**src/rtl/alu_sequencer.sv**
```systemverilog
// alu_sequencer: takes one ALU command at a time, waits SETTLE cycles, then returns the sampled result.
module alu_sequencer #(
  parameter int SETTLE = 1
) (
  input  logic        clock,
  input  logic        reset,
  input  logic        cmd_valid,
  output logic        cmd_ready,
  input  logic [2:0]  cmd_op,
  input  logic [7:0]  cmd_a,
  input  logic [7:0]  cmd_b,
  input  logic        cmd_cin,
  input  logic        cmd_chain,
  output logic [7:0]  alu_a,
  output logic [7:0]  alu_b,
  output logic [2:0]  alu_sel,
  output logic        alu_cin,
  input  logic [7:0]  alu_out,
  input  logic        alu_overflow,
  output logic        rsp_valid,
  input  logic        rsp_ready,
  output logic [7:0]  rsp_data,
  output logic        rsp_overflow,
  output logic [2:0]  rsp_op,
  output logic [15:0] op_count
);
  typedef enum logic [1:0] {IDLE, WAIT, RESP} state_t;
  state_t r_state, w_next;
  logic [2:0] r_cnt;
  logic [7:0] r_acc;
  logic w_accept, w_capture, w_rsp_hs;
  always_comb begin
    w_accept  = cmd_valid && cmd_ready;
    w_capture = r_state == WAIT && r_cnt == 3'd0;
    rsp_valid = r_state == RESP;
    w_rsp_hs  = rsp_valid && rsp_ready;
    w_next    = (r_state == IDLE && w_accept)  ? WAIT :
                (r_state == WAIT && w_capture) ? RESP :
                (r_state == RESP && w_rsp_hs)  ? IDLE : r_state;
  end
  // cmd_ready is registered so it stays low until reset has been sampled low
  always_ff @(posedge clock) begin
    if (reset) begin
      r_state   <= IDLE;
      cmd_ready <= 1'b0;
    end else begin
      r_state   <= w_next;
      cmd_ready <= w_next == IDLE;
    end
  end
  always_ff @(posedge clock) begin
    if (reset) begin
      r_cnt        <= '0;
      r_acc        <= '0;
      alu_a        <= '0;
      alu_b        <= '0;
      alu_sel      <= '0;
      alu_cin      <= 1'b0;
      rsp_data     <= '0;
      rsp_overflow <= 1'b0;
      rsp_op       <= '0;
      op_count     <= '0;
    end else begin
      if (w_accept) begin
        alu_a   <= cmd_chain ? r_acc : cmd_a;
        alu_b   <= cmd_b;
        alu_sel <= cmd_op;
        alu_cin <= cmd_cin;
        r_cnt   <= 3'(SETTLE - 1);
      end else if (r_state == WAIT && r_cnt != 3'd0) begin
        r_cnt <= r_cnt - 3'd1;
      end
      // overflow only means something for add/sub; the select also masks any X from the ALU
      if (w_capture) begin
        rsp_data     <= alu_out;
        rsp_op       <= alu_sel;
        rsp_overflow <= (alu_sel[2:1] == 2'b00) ? alu_overflow : 1'b0;
      end
      if (w_rsp_hs) begin
        r_acc    <= rsp_data;
        op_count <= op_count + 16'd1;
      end
    end
  end
endmodule

```
**config.mk**
```make
export PLATFORM = sky130hd
export DESIGN_NAME = alu_sequencer
export DESIGN_NICKNAME = d
export VERILOG_FILES = /design/src/rtl/alu_sequencer.sv
export SDC_FILE = /design/constraint.sdc
export NUM_CORES = 1
export LEC_CHECK = 0
export CAP_MARGIN = 20
export CORE_UTILIZATION = 45
export CTS_BUF_LIST = sky130_fd_sc_hd__clkbuf_4
export DETAILED_ROUTE_END_ITERATION = 10
export PLACE_DENSITY = 0.8
export SLEW_MARGIN = 20
export SYNTH_ARGS = -nofsm -noshare
export SYNTH_HDL_FRONTEND = slang
export SYNTH_SLANG_ARGS = --single-unit
```
**constraint.sdc**
```tcl
create_clock -name clock -period 2.3 [get_ports clock]
set_clock_uncertainty 0.1 [all_clocks]
set_input_delay 0.345 -clock clock [delete_from_list [all_inputs] [get_ports clock]]
set_output_delay 0.345 -clock clock [all_outputs]
set_load 0.03 [all_outputs]
```
==> metrics.cfg <==
[timing]
setup_viol_count_final = 0
slew_headroom = 0.466
tightest_slew_ns = 0.801
fmax_ghz = 0.488
worst_slack_ns = 0.252
fin_crit_sh = 0.890
hold_viol_final = 0
period_needed_ns = 2.05
final-max-slew-violation-count = 0
rsz0062_at_grt = no
tns_ns = 0

[finish]
antenna_cells = 0
final_net_count = 412
area_growth_pct = 43.1
instances_no_fill = 450
final_cell_mix = 81 x clkdlybuf4s50_1, 70 x nand2_1, 62 x dfxtp_1
layout.cells.most_common = clkdlybuf4s50_1
drive_gt1_frac = 0.0737
multi_input_area_sq_um = 1160
regArea_sq_um = 1240
nFillCells = 444

[clock_tree]
cts_buffer_depth = 2
cts_resized = 0
h-tree-depth = 3
cts_setup_buffers = 0
cts.sinks = 62
numCtsBuffers = 9
clkTransAtPathRegs_ns = 0.10
cts_root_buf = clkbuf_4
cts_tree = built
clk-insertion-delay-late_ns = 0.40
hold_buffers = 0

[synthesis]
avgSynthCellArea_sq_um = 8.52
syn_area_sq_um = 2490
async_reset_ff_frac = 0
yosysWarnings = 0
synth.ff_latch_count = 62
synth_edf_count = 0
syn_nets = 329
yosysUniqueCellTypes = 34
synth_flop_cell = dfxtp_1
yosysSeqAreaShare = 0.499
synthCells = 292

[run_status]
outcome = completed

[critical_path]
cp.arrival_ns = 1.60
cp.depth = 1
timing_worst_setup_path_type = flop to output port
crit_buf_inv = 1
end_kind = output port
path_cells = clkdlybuf4s50_1
cp.required_ns = 1.86
r2r_setup_slack_ns = 0.53
worstPathMaxFanout = 7
cp_top_family = buffers and inverters
max_stage_delay_ns = 0.73
crit_slowest_cell = clkdlybuf4s50_1
worstSetupStartpointType = flop
reg2reg_depth = 5

[global_route]
globalRouteOverflowTotal = 0
grt_use_total = 0.212
first_global_vias = 2101
grt_pass1_wl_um = 9760
grt_max_degree = 46
antenna_found_initial = 0

[drt]
ant_nets = 0
first_pass_iters = 4
dr_wl_met3_um = 287
top_layer = met4
wirelength_um = 5740
drt-met1-wl_um = 2570
avgRoutedWirePerCell_um = 12.7
via_count = 2215
via_per_inst = 4.92
routed-wl-met2_um = 2770
first_iter_violations = 73
drc = 0

[die]
fp.dieH_um = 76.3
die_w_um = 76.3
start_util = 0.478
core_sq_um = 5200
rows = 26
ios = 84
dieArea_sq_um = 5830

[placement]
placed_cells_incl_taps = 434
gp_congestion = 0.781
dpl_worst_slack_ns = 0.183
hpwl_um = 3950
numPortBuffers = 83

[hold_path]
hold_depth = 2
hp-class = flop to flop

[job]
cap_violations = 0

[power]
netSwitchingFraction = 0.247
p_sw_uw = 604
seqPwrFrac = 0.468
p_per_area_nw_per_um2 = 688
p_comb_frac = 0.146
peakVddDrop_mv = 0.598
intPower_uw = 1840
leakagePower_uw = 0.00132
p_clk_frac = 0.386

tightest hold or removal path: stages, from the launching register on:
cell,delay [ns]
dfxtp_1,0.32
nand2_1,0.05
a21oi_1,0.05
cells in the mapped netlist (2+ instances only):
cell / number / area, sq um
and3_1: 2 / 12.5
nand2_1: 70 / 263
nand3_1: 7 / 35.0
ha_1: 3 / 37.5
xor2_1: 4 / 35.0
buf_1: 2 / 7.51
dfxtp_1: 62 / 1240
mux2i_1: 9 / 90.1
mux2_2: 2 / 22.5
nand4_1: 2 / 12.5
nor2b_1: 6 / 37.5
or3_1: 4 / 25.0
nor3_1: 5 / 25.0
o21ai_0: 4 / 20.0
clkbuf_1: 13 / 48.8
a21oi_1: 38 / 190
nor2_1: 24 / 90.1
and2_1: 3 / 18.8
inv_1: 5 / 18.8
a211oi_1: 8 / 60.1
xnor2_1: 5 / 43.8
a2111oi_0: 2 / 17.5
path summary, 6_finish.rpt:
| kind | from | end |
|---|---|---|
| max | op_count[2] | op_count[2] |
| min | rsp_op[2] | rsp_op[2] |
| max reg2reg | op_count[0] | op_count[14] |
| min reg2reg | rsp_op[2] | rsp_op[2] |
cells by family after synthesis:
family,synth area share
flops,0.499
simple gates,0.254
buf+inv,0.0352
fa+ha+maj,0.0151
compound gates,0.116
mux,0.0498
xor+xnor,0.0317
routing by layer:
layer,vias up,track usage
met5,-,0
met4,0,0.110
met3,9,0.0515
met2,64,0.344
met1,993,0.262
li1,1149,-
flip-flops by register name, summed over array words and instances, names as in the netlist:
signal and count:
alu_sel 3, alu_b 8, alu_cin 1, r_acc 8, rsp_data 8, r_cnt 3, alu_a 8, rsp_overflow 1
r_state 2, op_count 16, rsp_op 3, cmd_ready 1
through the flow:
step	power (uW)	hold WS (ns)	instance area, sq um	util
final	2450	0.359	3560	0.684
after global routing	2560	0.380	3560	0.684
after CTS	2470	0.360	3560	0.683
after detailed placement	1530	0.346	3380	0.649
after global placement	1530	0.341	3380	0.649
after floorplan	1360	0.336	2490	-
area by class of cell:
type                       count  share of cell area
clock buffer                  11              0.0232
tap                           70              0.0246
multi-input combinational    208               0.325
inverter                       5             0.00527
sequential                    62               0.349
clock inverter                 5              0.0274
timing repair buffer          89               0.245
power groups by stage:
stage / logic (uW) / registers, uW / clock network (uW)
CTS: 361 / 1150 / 965
detailed placement: 359 / 1170 / 0
finish: 358 / 1150 / 945
global placement: 355 / 1170 / 0
floorplan: 121 / 1240 / 0
global route: 384 / 1150 / 1020
(Power assumes the default switching activity.)
